File: config.mk
export PLATFORM = sky130hd
export DESIGN_NAME = disp_hole_filler_flat
export DESIGN_NICKNAME = d
export VERILOG_FILES = /design/src/rtl/disp_filter_pkg.sv /design/src/rtl/disp_hole_filler_if.sv /design/src/rtl/frame_pos_counter.sv /design/src/rtl/disp_hole_filler.sv /design/src/flat_wrapper.sv
export SDC_FILE = /design/constraint.sdc
export NUM_CORES = 1
export LEC_CHECK = 0
export ABC_CLOCK_PERIOD_IN_PS = 6410
export CORE_UTILIZATION = 34
export CTS_CLUSTER_DIAMETER = 200
export DETAILED_ROUTE_END_ITERATION = 12
export PLACE_DENSITY = 0.54
export RECOVER_POWER = 25
export SYNTH_ARGS = -nofsm -noshare
export SYNTH_HDL_FRONTEND = slang
export SYNTH_HIERARCHICAL = 1
export SYNTH_SLANG_ARGS = --single-unit
File: constraint.sdc
create_clock -name clk -period 6.41 [get_ports clk]
set_clock_uncertainty 0.1 [all_clocks]
set_input_delay 0.9615 -clock clk [delete_from_list [all_inputs] [get_ports clk]]
set_output_delay 0.9615 -clock clk [all_outputs]
set_load 0.02 [all_outputs]
File: src/rtl/disp_filter_pkg.sv
// Shared types, defaults and helpers for the disparity filtering pipeline.
// Default geometry matches the decimated stream: 240x180 pixels, 5-bit disparity.
// conf_decay() halves a confidence value so that filled pixels read as less trustworthy.
package disp_filter_pkg;

    localparam int DISP_BITS_DEF        = 5;
    localparam int DEC_FRAME_WIDTH_DEF  = 240;
    localparam int DEC_FRAME_HEIGHT_DEF = 180;
    localparam int FILL_LIMIT_DEF       = 8;

    typedef struct packed {
        logic [DISP_BITS_DEF-1:0] disp;
        logic [7:0]               conf;
    } disp_conf_t;

    function automatic logic [7:0] conf_decay(input logic [7:0] conf);
        return conf >> 1;
    endfunction

endpackage

File: src/rtl/disp_hole_filler_if.sv
// Stream bundle for the hole filler: pixel input side plus tagged output side.
// Input: in_data {disp, conf}, in_valid, in_ready. Output: out_disp/conf/filled/eol/eof, out_valid, out_ready.
// master = upstream/downstream environment, slave = the hole filler itself.
interface disp_hole_filler_if #(
    parameter int disp_bits = disp_filter_pkg::DISP_BITS_DEF
);
    logic [disp_bits+7:0] in_data;
    logic                 in_valid;
    logic                 in_ready;
    logic [disp_bits-1:0] out_disp;
    logic [7:0]           out_conf;
    logic                 out_filled;
    logic                 out_eol;
    logic                 out_eof;
    logic                 out_valid;
    logic                 out_ready;

    modport master (
        output in_data, in_valid, out_ready,
        input  in_ready, out_disp, out_conf, out_filled, out_eol, out_eof, out_valid
    );

    modport slave (
        input  in_data, in_valid, out_ready,
        output in_ready, out_disp, out_conf, out_filled, out_eol, out_eof, out_valid
    );
endinterface

File: src/rtl/frame_pos_counter.sv
// Column/row position tracker for a raster-scanned frame; advances once per accepted pixel.
// Latency: eol_o/eof_o are combinational on the current position; position updates next edge.
// Backpressure: none of its own; the owner only pulses advance_i on an accepted beat.
// Ports: clk, reset_n, advance_i, clear_i (sync, has priority), col_o, row_o, eol_o, eof_o.
module frame_pos_counter #(
    parameter  int width  = 240,
    parameter  int height = 180,
    localparam int COL_W  = (width  > 1) ? $clog2(width)  : 1,
    localparam int ROW_W  = (height > 1) ? $clog2(height) : 1
) (
    input  logic             clk,
    input  logic             reset_n,
    input  logic             advance_i,
    input  logic             clear_i,
    output logic [COL_W-1:0] col_o,
    output logic [ROW_W-1:0] row_o,
    output logic             eol_o,
    output logic             eof_o
);
    logic [COL_W-1:0] col_q, col_d;
    logic [ROW_W-1:0] row_q, row_d;

    assign eol_o = (col_q == COL_W'(width - 1));
    assign eof_o = eol_o && (row_q == ROW_W'(height - 1));
    assign col_o = col_q;
    assign row_o = row_q;

    always_comb begin
        col_d = col_q;
        row_d = row_q;
        if (clear_i) begin
            col_d = '0;
            row_d = '0;
        end else if (advance_i) begin
            if (eol_o) begin
                col_d = '0;
                row_d = eof_o ? '0 : row_q + ROW_W'(1);
            end else begin
                col_d = col_q + COL_W'(1);
            end
        end
    end

    always_ff @(posedge clk or negedge reset_n) begin
        if (!reset_n) begin
            col_q <= '0;
            row_q <= '0;
        end else begin
            col_q <= col_d;
            row_q <= row_d;
        end
    end
endmodule

File: src/rtl/disp_hole_filler.sv
// Replaces low-confidence disparities with the last confident one in the row, bounded run length.
// Latency: one cycle; an accepted beat is on the outputs after the next clock edge.
// Backpressure: in_ready = !frame_restart && (!out_valid || out_ready); outputs hold while stalled.
// Ports: clk, reset_n, conf_thresh, frame_restart, bus (slave: in_* pixel stream, out_* tagged stream).
module disp_hole_filler
    import disp_filter_pkg::*;
#(
    parameter int disp_bits        = DISP_BITS_DEF,
    parameter int dec_frame_width  = DEC_FRAME_WIDTH_DEF,
    parameter int dec_frame_height = DEC_FRAME_HEIGHT_DEF,
    parameter int fill_limit       = FILL_LIMIT_DEF
) (
    input  logic              clk,
    input  logic              reset_n,
    input  logic [7:0]        conf_thresh,
    input  logic              frame_restart,
    disp_hole_filler_if.slave bus
);
    // Width never drops to zero so fill_limit=0 still elaborates (run_cnt < 0 is never true).
    localparam int RUN_W = (fill_limit > 0) ? $clog2(fill_limit + 1) : 1;
    localparam int COL_W = (dec_frame_width  > 1) ? $clog2(dec_frame_width)  : 1;
    localparam int ROW_W = (dec_frame_height > 1) ? $clog2(dec_frame_height) : 1;
    localparam logic [RUN_W-1:0] RUN_MAX = RUN_W'(fill_limit);

    logic [disp_bits-1:0] pix_disp;
    logic [7:0]           pix_conf;
    logic                 pix_good, fillable, in_rdy, accept;
    logic [COL_W-1:0]     pos_col;
    logic [ROW_W-1:0]     pos_row;
    logic                 pos_eol, pos_eof;
    logic                 unused_pos;

    logic [disp_bits-1:0] out_disp_q, out_disp_d, last_disp_q, last_disp_d;
    logic [7:0]           out_conf_q, out_conf_d, last_conf_q, last_conf_d;
    logic                 out_filled_q, out_filled_d, out_eol_q, out_eol_d;
    logic                 out_eof_q, out_eof_d, out_valid_q, out_valid_d;
    logic                 have_good_q, have_good_d;
    logic [RUN_W-1:0]     run_cnt_q, run_cnt_d;

    assign pix_disp = bus.in_data[disp_bits+7:8];
    assign pix_conf = bus.in_data[7:0];
    assign in_rdy   = !frame_restart && (!out_valid_q || bus.out_ready);
    assign accept   = bus.in_valid && in_rdy;
    assign pix_good = (pix_conf >= conf_thresh);
    assign fillable = have_good_q && (run_cnt_q < RUN_MAX);

    frame_pos_counter #(
        .width  (dec_frame_width),
        .height (dec_frame_height)
    ) u_pos (
        .clk       (clk),
        .reset_n   (reset_n),
        .advance_i (accept),
        .clear_i   (frame_restart),
        .col_o     (pos_col),
        .row_o     (pos_row),
        .eol_o     (pos_eol),
        .eof_o     (pos_eof)
    );

    // Only the markers matter here; the raw position is for later frame-writer stages.
    assign unused_pos = ^{pos_col, pos_row};

    always_comb begin
        out_disp_d   = out_disp_q;
        out_conf_d   = out_conf_q;
        out_filled_d = out_filled_q;
        out_eol_d    = out_eol_q;
        out_eof_d    = out_eof_q;
        out_valid_d  = out_valid_q;
        last_disp_d  = last_disp_q;
        last_conf_d  = last_conf_q;
        have_good_d  = have_good_q;
        run_cnt_d    = run_cnt_q;
        if (frame_restart) begin
            // Pending beat is dropped; the output data fields are don't-care while invalid.
            out_valid_d = 1'b0;
            have_good_d = 1'b0;
            run_cnt_d   = '0;
        end else if (accept) begin
            out_valid_d = 1'b1;
            out_eol_d   = pos_eol;
            out_eof_d   = pos_eof;
            if (pix_good) begin
                out_disp_d   = pix_disp;
                out_conf_d   = pix_conf;
                out_filled_d = 1'b0;
                last_disp_d  = pix_disp;
                last_conf_d  = pix_conf;
                have_good_d  = 1'b1;
                run_cnt_d    = '0;
            end else if (fillable) begin
                out_disp_d   = last_disp_q;
                out_conf_d   = conf_decay(last_conf_q);
                out_filled_d = 1'b1;
                run_cnt_d    = run_cnt_q + RUN_W'(1);
            end else begin
                out_disp_d   = '0;
                out_conf_d   = '0;
                out_filled_d = 1'b0;
            end
            // Fill history never carries across a row boundary.
            if (pos_eol) begin
                have_good_d = 1'b0;
                run_cnt_d   = '0;
            end
        end else if (bus.out_ready) begin
            out_valid_d = 1'b0;
        end
    end

    always_ff @(posedge clk or negedge reset_n) begin
        if (!reset_n) begin
            out_disp_q   <= '0;
            out_conf_q   <= '0;
            out_filled_q <= 1'b0;
            out_eol_q    <= 1'b0;
            out_eof_q    <= 1'b0;
            out_valid_q  <= 1'b0;
            last_disp_q  <= '0;
            last_conf_q  <= '0;
            have_good_q  <= 1'b0;
            run_cnt_q    <= '0;
        end else begin
            out_disp_q   <= out_disp_d;
            out_conf_q   <= out_conf_d;
            out_filled_q <= out_filled_d;
            out_eol_q    <= out_eol_d;
            out_eof_q    <= out_eof_d;
            out_valid_q  <= out_valid_d;
            last_disp_q  <= last_disp_d;
            last_conf_q  <= last_conf_d;
            have_good_q  <= have_good_d;
            run_cnt_q    <= run_cnt_d;
        end
    end

    assign bus.in_ready   = in_rdy;
    assign bus.out_disp   = out_disp_q;
    assign bus.out_conf   = out_conf_q;
    assign bus.out_filled = out_filled_q;
    assign bus.out_eol    = out_eol_q;
    assign bus.out_eof    = out_eof_q;
    assign bus.out_valid  = out_valid_q;
endmodule

File: src/flat_wrapper.sv
// flat-port wrapper written by rule: the top's interface ports become plain ports
module disp_hole_filler_flat import disp_filter_pkg::*;
#(
    parameter int disp_bits        = DISP_BITS_DEF,
    parameter int dec_frame_width  = DEC_FRAME_WIDTH_DEF,
    parameter int dec_frame_height = DEC_FRAME_HEIGHT_DEF,
    parameter int fill_limit       = FILL_LIMIT_DEF
)
  (clk, reset_n, conf_thresh, frame_restart, bus_in_data, bus_in_valid, bus_out_ready, bus_in_ready, bus_out_disp, bus_out_conf, bus_out_filled, bus_out_eol, bus_out_eof, bus_out_valid);
  disp_hole_filler_if #(.disp_bits(disp_bits)) bus_i ();
  input  logic clk;
  input  logic reset_n;
  input  logic [7:0] conf_thresh;
  input  logic frame_restart;
  input wire logic [$bits(bus_i.in_data)-1:0] bus_in_data;
  input wire logic [$bits(bus_i.in_valid)-1:0] bus_in_valid;
  input wire logic [$bits(bus_i.out_ready)-1:0] bus_out_ready;
  output wire logic [$bits(bus_i.in_ready)-1:0] bus_in_ready;
  output wire logic [$bits(bus_i.out_disp)-1:0] bus_out_disp;
  output wire logic [$bits(bus_i.out_conf)-1:0] bus_out_conf;
  output wire logic [$bits(bus_i.out_filled)-1:0] bus_out_filled;
  output wire logic [$bits(bus_i.out_eol)-1:0] bus_out_eol;
  output wire logic [$bits(bus_i.out_eof)-1:0] bus_out_eof;
  output wire logic [$bits(bus_i.out_valid)-1:0] bus_out_valid;
  assign bus_i.in_data = bus_in_data;
  assign bus_i.in_valid = bus_in_valid;
  assign bus_i.out_ready = bus_out_ready;
  assign bus_in_ready = bus_i.in_ready;
  assign bus_out_disp = bus_i.out_disp;
  assign bus_out_conf = bus_i.out_conf;
  assign bus_out_filled = bus_i.out_filled;
  assign bus_out_eol = bus_i.out_eol;
  assign bus_out_eof = bus_i.out_eof;
  assign bus_out_valid = bus_i.out_valid;
  disp_hole_filler #(.disp_bits(disp_bits), .dec_frame_width(dec_frame_width), .dec_frame_height(dec_frame_height), .fill_limit(fill_limit)) u_core (.clk(clk), .reset_n(reset_n), .conf_thresh(conf_thresh), .frame_restart(frame_restart), .bus(bus_i));
endmodule
### Yosys cells after proc, flatten, opt, wreduce, memory -nomap -nowiden

Cells that the tools add are included.

| operators by class | value |
|---|---|
| add/subtract/negate cells | 3 |
| $mul | 0 |
| divide/modulo/power cells | 0 |
| order comparisons | 2 |
| eq/ne operators | 2 |
| shifts and indexed selects | 0 |
| mux-type cells | 25 |
| bitwise gates (word level) | 1 |
| reductions and logical operators | 17 |

Operator list:

| cell | number |
|---|---|
| $mux 8 | 8 |
| $mux 4 | 5 |
| $add 8x1->8 const B | 2 |
| $eq 8x8->1 const B | 2 |
| $mux 5 | 2 |
| $mux 1 | 9 |
| $ge 8x8->1 | 1 |
| $reduce_and 2->1 | 4 |
| $mux 7 | 1 |
| $reduce_bool 3->1 | 2 |
| $add 4x1->4 const B | 1 |
| $logic_and 1x1->1 | 4 |
| $lt 4x4->1 const B | 1 |
| $reduce_bool 2->1 | 2 |
| $reduce_bool 4->1 | 1 |
| $reduce_and 3->1 | 1 |
| $logic_not 1->1 | 2 |
| $logic_or 1x1->1 | 1 |
| $not 1->1 | 1 |

| word-level totals | value |
|---|---|
| bits in registers | 51 |
| bits in latches | 0 |
| memory bits (writable) | 0 |
| ROM bits | 0 |
| input port bits | 26 |
| output and inout port bits | 18 |
| logic and storage cells | 62 |
| memories | 0 |

### Depth between registers and ports, before layout

| logic depth | value |
|---|---|
| word-level depth | 7 |
| gate-level depth with buffers | 12 |
| gate-level depth less buffers | 8 |

### Modules after synthesis

Netlist, hierarchy kept.

By module, submodules not included:

| module | instances | cells an instance | area each (µm²) | sequential area each (µm²) |
|---|---|---|---|---|
| disp_hole_filler | 1 | 143 | 1774.2 | 850.8 |
| frame_pos_counter | 1 | 95 | 894.6 | 400.4 |

### Least setup slack after synthesis

No wires, ideal clock.

| path | value |
|---|---|
| path kind | input port to flip-flop |
| start point | in bus_out_ready |
| end point | reg u_core.u_pos.row_q[5], in the netlist u_core/u_pos/row_o[5] |
| setup time | 0.078 ns |
| arrival | 3.040 ns |
| data required time | 6.232 ns |
| path slack | 3.192 ns |
| stages | 11 |
| path buffers | 3 |
| path through | nor2b_1 nor2_2 nand2_1 inv_2 buf_6 buf_2 buf_2 nand4_4 o21ba_1 or4_1 a21oi_1 |

| on the way | value |
|---|---|
| cells in the longest elaborated chain, start to end | 5 |

Ends and longest elaborated chain:

| what | line | text |
|---|---|---|
| from (decl) | flat_wrapper.sv:17 | `input wire logic [$bits(bus_i.out_ready)-1:0] bus_out_ready;` |
| $logic_or 1x1->1 | disp_hole_filler.sv:42 | `assign in_rdy = !frame_restart && (!out_valid_q \|\| bus.out_ready);` |
| $logic_and 1x1->1 | disp_hole_filler.sv:42 |  |
| via bus_in_ready | flat_wrapper.sv:18 | `output wire logic [$bits(bus_i.in_ready)-1:0] bus_in_ready;` |
| $logic_and 1x1->1 | disp_hole_filler.sv:43 | `assign accept = bus.in_valid && in_rdy;` |
| via u_core.accept | disp_hole_filler.sv:27 | `logic pix_good, fillable, in_rdy, accept;` |
| $reduce_bool 2->1 (no line) | n/a |  |
| $reduce_and 2->1 (no line) | n/a |  |
| to (signal assigned) | frame_pos_counter.sv:50 | `row_q <= row_d;` |
| to (decl) | frame_pos_counter.sv:21 | `logic [ROW_W-1:0] row_q, row_d;` |

The timed path passes the listed nets, and every way through them passes these cells.
A chain may end at the register's enable or synchronous reset.

### Worst setup path in the final report

| path | value |
|---|---|
| start point | in frame_restart |
| end point | reg u_core.u_pos.row_q[7], in the netlist u_core/u_pos/row_o[7] |

| on the way | value |
|---|---|
| cells in the longest elaborated chain, start to end | 5 |
| elaborated cells on any way between the ends | 7 |
| those cells by class | mux (1); reduce/logical (6) |

Ends and longest elaborated chain:

| what | line | text |
|---|---|---|
| from (decl) | flat_wrapper.sv:14 | `input logic frame_restart;` |
| $logic_not 1->1 | disp_hole_filler.sv:42 |  |
| $logic_and 1x1->1 | disp_hole_filler.sv:42 |  |
| $logic_and 1x1->1 | disp_hole_filler.sv:43 |  |
| $reduce_bool 2->1 (no line) | n/a |  |
| $reduce_and 2->1 (no line) | n/a |  |

Several ways; a longest one is shown, not always the timed one.

==> flow_summary.toml <==
[global_routing]
grt_pass1_vias = 1969
grt_pass1_wl_um = 9720
grt_max_degree = 51
globalRouteOverflowTotal = 0
track_usage_pct = 15.0
antenna_found_initial = 0

[synth]
syn-instance-count = 238
ys_seq_area_share_pct = 46.9
synth.most_common_cell = "dfrtp_1"
synth_edf_count = 0
syn_avg_cell_area_um2 = 11.2
synthArstFlopShare_pct = 100
synth_ff_type = "dfrtp_1"
synth_area_um2 = 2670
synth_seq_cells = 50
synth.distinct_cells = 55
yosysTopAreaCell = "dfrtp_1"
yosys_warnings = 6
synthTopCellsByCount = "dfrtp_1 (50), nand2_1 (20), a21oi_1 (14), inv_1 (13), mux2i_1 (13)"
ys_top_cells_by_area = "dfrtp_1 (47%), ha_1 (5.6%), mux2i_1 (4.9%)"
synth_top_area_share_pct = 46.9
syn-num-nets = 276

[sta]
tns_ps = 0
rsz0062_at_grt = "false"
fin_hold_ws_ps = 384
finalSetupViolCount = 0
tightest_slew_ps = 2740
worst_slew_margin_rel_pct = -82.4
min_period_ps = 3490
fmax_ghz = 0.287
slew_viol_final = 51
fin_crit_sh_pct = 54.4
hold_violations = 0

[setup_path]
worst-endpoint-arrival_ps = 3620
crit_buf_inv = 3
endpoint_kind = "flip-flop"
start_kind = "input pin"
reg2reg_from = "u_core/bus.out_valid$_DFFE_PN0P_"
slowest_delay_ps = 560
path_class = "in2reg"
crit_family = "buffers and inverters"
critPathMaxFanout = 27
startpoint = "frame_restart"
cp_data_required_time_ps = 6540
crit_slowest_cell = "inv_2"
path_cells = "clkdlybuf4s50_1 > buf_4 > nor2_2 > nand2_1 > inv_2 > nand4_4 > o21ba_1 > or4_1 > a21oi_1"

[clock_network]
cts_num_sinks = 50
clock_path_buffers = 2
cts_made_buffers = 5
root_buffer = "clkbuf_8"
clk_pin_slew_worst_paths_ps = 90
ctsResizeCount = 0
clkLatencyLatePin_ps = 300
cts_hold_buffers = 0
cts_setup_buffers = 0
h-tree-depth = 2
cts_tree = "done"

[flow_run]
cap_viol_max_count = 1

[placed_design]
dpl.hpwl_um = 3890
port_buffers = 43
gp_congestion = 0.766

[die]
dieArea_um2 = 8210
die-width_um = 90.6
rows = 31
core_um2 = 7410
start_util_pct = 36.0
ioPinCount = 44
die_h_um = 90.6

[route]
wl_per_cell_um = 14.8
ant_nets = 0
via_per_inst = 5.07
drt_wl_total_um = 5640
first_pass_iters = 4
drtIter0Drc = 92
drc = 0
num_vias = 1935

[hold_path]
min_from = "u_core/last_disp_q[1]$_DFFE_PN0P_"
hold_path_class = "reg2reg"

[power_and_ir_drop]
power_density_nw_per_um2 = 225
irDropWorstVdd_mv = 0.0841
p_leak_nw = 1.42

[cells_and_area]
synthToLayoutAreaGrowth_pct = 22.2
layout.nets = 320
drive_gt1_share_pct = 12.4
n_antenna_cell = 0

[status]
status = "finished with violations"
failed_checks = "max-capacitance violations, max-slew violations"
-- metrics by stage --
step | total power, mW | instance area [µm²] | setup slack (ps) | util [%] | cells
after floorplan | 0.475 | 2670 | 3190 | - | 238
after global placement | 0.546 | 3170 | 2670 | 42.8 | 374
after detailed placement | 0.547 | 3170 | 2580 | 42.8 | 374
after CTS | 0.746 | 3270 | 2920 | 44.1 | 382
after global routing | 0.778 | 3260 | 2470 | 44.0 | 382
final | 0.732 | 3260 | 2920 | 44.0 | 382
-- state kept, by name (all words and copies together), names as in the netlist --
register,count
u_core/bus.out_conf,8
u_core/bus.out_filled,1
u_core/have_good_q,1
u_core/u_pos/row_o,8
u_core/bus.out_disp,5
u_core/last_disp_q,5
u_core/bus.out_eol,1
u_core/run_cnt_q,4
u_core/u_pos/col_o,8
u_core/last_conf_q,7
u_core/bus.out_valid,1
u_core/bus.out_eof,1
-- cell usage in the layout (no fill, tap or decap), types with 2 or more instances in the layout --
master           netlist  routed
dfrtp_1               50      50
clkdlybuf4s50_1        0      42
nand2_1               20      20
a21oi_1               14      14
inv_1                 13      13
mux2i_1               13      13
o2bb2ai_1             12      12
ha_1                  12      12
nor2_1                10      10
mux2_4                 8       8
clkbuf_8               0       6
o21ai_0                6       6
or3_1                  5       5
nor3_1                 5       5
mux2_2                 5       5
nand2b_1               4       4
nand4_1                4       4
nand3_1                4       4
nand3b_1               4       4
a21o_1                 3       3
or4_1                  3       3
nor2b_1                2       2
o21a_1                 2       2
o211ai_1               2       2
o31ai_1                2       2
xor2_1                 2       2
-- final cells by class --
type	count	area [µm²]
fill	711	4150
multi-input combinational	166	1300
sequential	50	1250
timing repair buffer	45	437
tap	99	124
clock buffer	6	82.6
inverter	14	52.6
clock inverter	2	12.5
-- power breakdown --
| group | total (mW) | switching [mW] | internal (mW) |
|---|---|---|---|
| Sequential | 0.376 | 0.0222 | 0.354 |
| Clock | 0.194 | 0.107 | 0.0870 |
| Combinational | 0.162 | 0.0746 | 0.0877 |
| Total | 0.732 | 0.204 | 0.529 |
-- per-layer routing --
| layer | global-route usage [%] | vias up | share of wire, % |
|---|---|---|---|
| met5 | 0 | - | 0 |
| met4 | 6.99 | 0 | 2.3 |
| met3 | 2.02 | 10 | 3.1 |
| met2 | 21.8 | 39 | 42 |
| met1 | 21.9 | 939 | 53 |
| li1 | - | 947 | - |
-- kinds of logic after synthesis --
kind of cell | synth area share [%]
simple gates | 15.8
compound gates | 15.0
flops | 46.9
mux | 11.5
buf+inv | 4.31
fa+ha+maj | 5.63
xor+xnor | 0.985
-- worst paths after layout --
| path | endpoint | slack [ps] | depth (start not counted) |
|---|---|---|---|
| max in group asynchronous | u_core/last_disp_q[4]$_DFFE_PN0P_ | 3150 | 2 |
| max reg2reg | u_core/u_pos/row_o[7]$_DFFE_PN0P_ | 3680 | 8 |
| min in group asynchronous | u_core/u_pos/row_o[4]$_DFFE_PN0P_ | 1510 | 2 |
| min | u_core/bus.out_disp[1]$_DFFE_PN0P_ | 380 | 1 |
| max | u_core/u_pos/row_o[7]$_DFFE_PN0P_ | 2920 | 9 |
| min reg2reg | u_core/bus.out_disp[1]$_DFFE_PN0P_ | 380 | 1 |
(Power assumes the default switching activity.)
